File: src/rtl/cordic_pkg.sv
// Shared fp32 field constants, sequencer state encoding and fp32 field helpers.
// Used by fix2float_seq and by the cosine block's input decoder.
package cordic_pkg;

  localparam int FP32_BIAS   = 127;
  localparam int FP32_EXP_W  = 8;
  localparam int FP32_FRAC_W = 23;

  typedef enum logic [1:0] {
    IDLE  = 2'd0,
    ABS   = 2'd1,
    NORM  = 2'd2,
    ROUND = 2'd3
  } state_e;

  function automatic logic [31:0] fp32_pack(input logic                   sign,
                                            input logic [FP32_EXP_W-1:0]  expo,
                                            input logic [FP32_FRAC_W-1:0] frac);
    return {sign, expo, frac};
  endfunction

  function automatic logic fp32_sign(input logic [31:0] f);
    return f[31];
  endfunction

  function automatic logic [FP32_EXP_W-1:0] fp32_exp(input logic [31:0] f);
    return f[30:23];
  endfunction

  function automatic logic [FP32_FRAC_W-1:0] fp32_frac(input logic [31:0] f);
    return f[22:0];
  endfunction

endpackage

File: src/rtl/fp32_round.sv
// Combinational fraction/exponent rounding of a normalised 32-bit magnitude.
// ROUND_NEAREST_EN selects round-to-nearest-even; otherwise plain truncation.
module fp32_round
  import cordic_pkg::*;
(
  input  logic [31:0]            mag,
  input  logic [FP32_EXP_W-1:0]  expo,
  output logic [FP32_FRAC_W-1:0] frac,
  output logic [FP32_EXP_W-1:0]  expo_out
);

  // mag[31] is the implicit leading one and never reaches the packed fraction
  logic unused_hidden;
  assign unused_hidden = mag[31];

`ifdef ROUND_NEAREST_EN
  logic                 guard;
  logic                 sticky;
  logic                 inc;
  logic [FP32_FRAC_W:0] sum;

  assign guard  = mag[7];
  assign sticky = |mag[6:0];
  assign inc    = guard & (sticky | mag[8]);
  assign sum    = {1'b0, mag[30:8]} + {{FP32_FRAC_W{1'b0}}, inc};

  // a carry out of the fraction renormalises to 1.0 x 2^(exp+1)
  assign frac     = sum[FP32_FRAC_W] ? '0 : sum[FP32_FRAC_W-1:0];
  assign expo_out = expo + {{(FP32_EXP_W-1){1'b0}}, sum[FP32_FRAC_W]};
`else
  logic unused_bits;
  assign unused_bits = ^mag[7:0];

  assign frac     = mag[30:8];
  assign expo_out = expo;
`endif

endmodule

File: src/rtl/fix2float_seq.sv
// Sequential signed fixed-point to fp32 converter, one normalisation shift per cycle.
// Rounding policy lives in fp32_round (ROUND_NEAREST_EN selects nearest-even).
//
// state | meaning
// IDLE  | waiting for start; latches sign and magnitude
// ABS   | zero detect, exponent seed
// NORM  | shift left until the leading one reaches bit 31
// ROUND | round, pack result, pulse done
module fix2float_seq
  import cordic_pkg::*;
#(
  parameter int FRAC_BITS = 30
) (
  input  logic        clk,
  input  logic        reset_n,
  input  logic        clk_en,
  input  logic        start,
  input  logic [31:0] dataa,
  output logic        done,
  output logic        busy,
  output logic [31:0] result
);

  localparam logic [1:0] ST_IDLE  = IDLE;
  localparam logic [1:0] ST_ABS   = ABS;
  localparam logic [1:0] ST_NORM  = NORM;
  localparam logic [1:0] ST_ROUND = ROUND;

  localparam logic [FP32_EXP_W-1:0] EXP_INIT = FP32_EXP_W'(FP32_BIAS + 31 - FRAC_BITS);

  logic [1:0]             state;
  logic                   sign;
  logic                   zero;
  logic [31:0]            mag;
  logic [FP32_EXP_W-1:0]  expo;
  logic [FP32_FRAC_W-1:0] rnd_frac;
  logic [FP32_EXP_W-1:0]  rnd_expo;

  fp32_round u_round (
    .mag      (mag),
    .expo     (expo),
    .frac     (rnd_frac),
    .expo_out (rnd_expo)
  );

  assign busy = (state != ST_IDLE);

  always_ff @(posedge clk or negedge reset_n) begin
    if (!reset_n) begin
      state  <= ST_IDLE;
      sign   <= 1'b0;
      zero   <= 1'b0;
      mag    <= '0;
      expo   <= '0;
      done   <= 1'b0;
      result <= '0;
    end else if (clk_en) begin
      done <= 1'b0;
      case (state)
        ST_IDLE: begin
          if (start) begin
            sign  <= dataa[31];
            mag   <= dataa[31] ? (~dataa + 32'd1) : dataa;
            zero  <= 1'b0;
            state <= ST_ABS;
          end
        end
        ST_ABS: begin
          if (mag == '0) begin
            zero  <= 1'b1;
            state <= ST_ROUND;
          end else begin
            expo  <= EXP_INIT;
            // already normalised: NORM would take zero cycles, so skip it
            state <= mag[31] ? ST_ROUND : ST_NORM;
          end
        end
        ST_NORM: begin
          mag  <= mag << 1;
          expo <= expo - 8'd1;
          if (mag[30]) state <= ST_ROUND;
        end
        ST_ROUND: begin
          done   <= 1'b1;
          result <= zero ? 32'h0000_0000 : fp32_pack(sign, rnd_expo, rnd_frac);
          state  <= ST_IDLE;
        end
        default: state <= ST_IDLE;
      endcase
    end
  end

endmodule

File: config.mk
export PLATFORM = sky130hd
export DESIGN_NAME = fix2float_seq
export DESIGN_NICKNAME = d
export VERILOG_FILES = /design/src/rtl/cordic_pkg.sv /design/src/rtl/fp32_round.sv /design/src/rtl/fix2float_seq.sv
export SDC_FILE = /design/constraint.sdc
export NUM_CORES = 1
export LEC_CHECK = 0
export ABC_AREA = 1
export CORE_MARGIN = 10
export CORE_UTILIZATION = 35
export DETAILED_ROUTE_END_ITERATION = 16
export SETUP_SLACK_MARGIN = 0.5
export SYNTH_ARGS = -nofsm -noshare
export SYNTH_HDL_FRONTEND = slang
export SYNTH_SLANG_ARGS = --single-unit
File: constraint.sdc
create_clock -name clk -period 1.83 [get_ports clk]
set_clock_uncertainty 0.1 [all_clocks]
set_input_delay 0.366 -clock clk [delete_from_list [all_inputs] [get_ports clk]]
set_output_delay 0.366 -clock clk [all_outputs]
set_load 0.05 [all_outputs]
==> results by group <==
Logic synthesis
  – Post-Syn Nets: a little under 700
  – FF+latch count, synth: a little under 80
  – Post-synth top area cell: dfrtp_1
  – Post-Syn Area: 4634 um^2
  – Prevailing post-synth register cell: dfrtp_1
  – Yosys cell types: 35
  – Post-synth top area share: roughly two fifths
  – Post-synthesis adder-cell area fraction: 1.620%
  – Post-synth ARST share: between 90% and 100%
  – Mapped Cells: 647
  – Mux cell area share after synthesis: 0%
  – Register area share after synthesis: ~42%
  – Number of synthesized flops with an enable pin: 0
  – Main combinational cell family by area after synthesis: simple AND/OR/NAND/NOR gates
  – Ys Warns: 0
  – Synth Area in Compound Gates: 14.69%
  – Xor and xnor fraction of the mapped netlist area: about 1.7%
  – Simple-Gate Fraction of Synth Area: a little under a third
  – Syn Area/Cell: ~7 um^2
  – Ranking of synthesized cells by area: dfrtp_1 42%, nand2_1 16%, inv_1 5.7%

Clocking
  – CTS tree: yes
  – H-tree depth: 3
  – Clk_lat worst skew: roughly 0.34 ns
  – CTS Buf Count: 9
  – Root buf cell: clkbuf_16
  – Clock transition at the registers of the reported paths: about 0.060 ns
  – Clk sinks: 77
  – Clock buffer depth: 2

Layout
  – Diode count: 0
  – Layout cells sized above 1: between 30% and 40%
  – Fin area: 7561 um^2
  – Area Overhead vs Synth: 63.15%
  – Post-Layout Cell Count: 1004
  – Layout net count: 869

Placement
  – Port Buffer Count: roughly 70
  – Dpl cell area: just under 6000 um^2
  – Final Wtd Congestion: roughly 0.88
  – Post-detail-place hpwl: slightly above 10000 um
  – Cell total after placement: around 920

Drt
  – Per-cell routed wire length: 15.86 um
  – Drt first pass iters: 5
  – DR vias: around 5000
  – Antenna viol nets, final: 0
  – # DRC: 0
  – Initial DRC count: a little under 400
  – Post-Route WL: around 16000 um
  – Vias per inst: 4.958

Outcome
  – Status: finished, violations left
  – Failing checks: setup timing

Global route
  – Initial antenna violation count: 0
  – GRT Util Overall: 17.02%
  – Vias in the first global route: slightly below 5000
  – Largest net degree at the start of global routing: 35
  – First-pass GRT wire length: 25270 um
  – Total grt overflow: 0

STA
  – Final hold slack: about 0.23 ns
  – RSZ-0062 raised after global routing: true
  – Fin crit period: 1.849 ns
  – Period Utilization, post-route: 101.0%
  – Fin. max-slew vios: 0
  – Worst-Margin Slew: between 0.4 and 0.5 ns
  – Final setup margin: -0.01853 ns
  – Maximum clock rate: approximately 0.54 GHz
  – Final Setup Violations: 1
  – Total Negative Setup Slacks: -0.01853 ns
  – Final hold viol count: 0
  – Slew headroom: 68.53%

Critical path
  – Crit. End Element: flip-flop
  – Worst setup path class: flip-flop to flip-flop
  – Critical-path cell list: inv_2, ha_4, clkinvlp_4, o21ai_4, inv_2, o21ai_4, buf_12, buf_12, a21oi_2, o21ai_1, nand2_1
  – WP data arrival: just under 2 ns
  – CP top delay family: buffers and inverters
  – CP max-delay cell: dfrtp_1
  – WP data required: a little under 2 ns
  – Critical path fanouts, max: 7
  – CP Launch Type: flip-flop
  – Critical path's largest stage delay: slightly below 0.4 ns
  – Buf/Inv on CP: 5

Die
  – Die width: approximately 140 um
  – Die height: 135.1 um
  – Core Area: around 13000 um^2
  – Die ar.: roughly 18000 um^2
  – Row count: around 40
  – Starting Density: between 30% and 40%
  – I/O pin count: 70

Power
  – Peak supply drop: 0.0006433 V
  – Lkg Pwr: around 3.7 nW
  – Pwr dens: 1663 nW/um^2

Run
  – Maxcap violations: 0

Worst hold path
  – Type of the most critical hold path: input pin to flip-flop
-- final cells by class --
cell class,instances,area [um^2]
Tap cell,172,215.2
Fill cell,1125,5213
Multi-Input combinational cell,469,2645
Clock inverter,7,98.84
Sequential cell,77,1931
Inverter,72,289.0
Timing Repair Buffer,197,2146
Clock buffer,9,225.2
Timing Repair inverter,1,11.26
-- cell usage in the layout (no fill, tap or decap), drive strengths merged --
cell           Yosys  layout
nand3             52      52
o21bai             1       1
dlymetal6s2s       0       7
clkinvlp           0       2
nand4             11      11
inv               72      73
or2                4       4
o22ai              2       2
ha                 6       6
dlygate4sd3        0       1
clkbuf             9      12
a21oi             33      33
o221ai             1       1
nor2              67      67
bufbuf             0       1
o211ai             1       1
bufinv             0       2
buf               19     158
xnor2              5       5
o21ai             44      44
o31ai             25      25
a22oi              7       7
clkinv             0       3
nor3               1       1
nand2            204     204
nand3b             1       1
xor2               4       4
clkdlybuf4s50      0      27
dfrtp             77      77
-- worst min-delay path: cells and delay by family --
family | cells | cell delay (ns)
compound gates | 1 | 0.06
simple gates | 1 | 0.07
buf+inv | 1 | 0.15
-- layer usage --
metal,wire [um],GRT usage (%),up-vias
met5,0,0,-
met3,779,2.485,17
met2,7675,27.70,139
met1,7180,22.55,2363
li1,-,-,2459
met4,283,5.801,0
-- timing repair --
item / 4_1_cts / 5_1_grt
buffers inserted: 37 / 15
gates resized for setup: 117 / 72
pin swaps: 28 / 21
setup endpoints to repair: 110 / 111
hold endpoints to repair: 30 / 0
gates cloned: 9 / 3
hold buffers: 1 / 0
-- final timing paths --
kind | from | to | slack, ns | cells past startpoint
max | state[1]$_DFFE_PN0P_ | mag[17]$_DFFE_PN0P_ | -0.02 | 11
min | dataa[0] | mag[0]$_DFFE_PN0P_ | 0.23 | 3
max reg2reg | state[1]$_DFFE_PN0P_ | mag[17]$_DFFE_PN0P_ | -0.02 | 11
min reg2reg | mag[19]$_DFFE_PN0P_ | mag[19]$_DFFE_PN0P_ | 0.38 | 2
max in group asynchronous | reset_n | zero$_DFFE_PN0P_ | 0.70 | 3
min in group asynchronous | reset_n | result[26]$_DFFE_PN0P_ | 0.41 | 2
-- logic make-up after synthesis --
kind of cell,Yosys count
xor+xnor,9
simple gates,340
buf+inv,101
compound gates,114
fa+ha+maj,6
flops,77
-- synthesized netlist by cell type (5+ instances only) --
library cell	number
a21oi_1	33
a22oi_1	7
buf_6	7
clkbuf_1	8
dfrtp_1	77
ha_1	6
inv_1	70
nand2_1	202
nand3_1	52
nand4_1	11
nor2_1	65
o21ai_0	38
o31ai_1	25
xnor2_1	5
-- power breakdown --
group          leakage (nW)  switching [mW]  total (mW)  internal (mW)
combinational          2.59            4.23        7.65           3.42
clock                 0.156           0.750        1.95           1.20
sequential            0.964           0.499        2.98           2.48
total                  3.71            5.48        12.6           7.09
-- flip-flops by register name, summed over array words and instances (netlist names) --
register,count
sign,1
result,32
mag,32
zero,1
expo,8
done,1
state,2
-- through the flow --
stage          power (mW)  setup slack (ns)  util, %
2_1_floorplan       6.541          -0.02750        -
3_3_place_gp        8.098           -0.3100    45.77
3_5_place_dp        8.206           -0.3369    45.77
4_1_cts             11.93           0.04488    55.95
5_1_grt             13.27          -0.08342    59.19
6_report            12.57          -0.01853    59.19
Power figures use the tool's default switching activity.
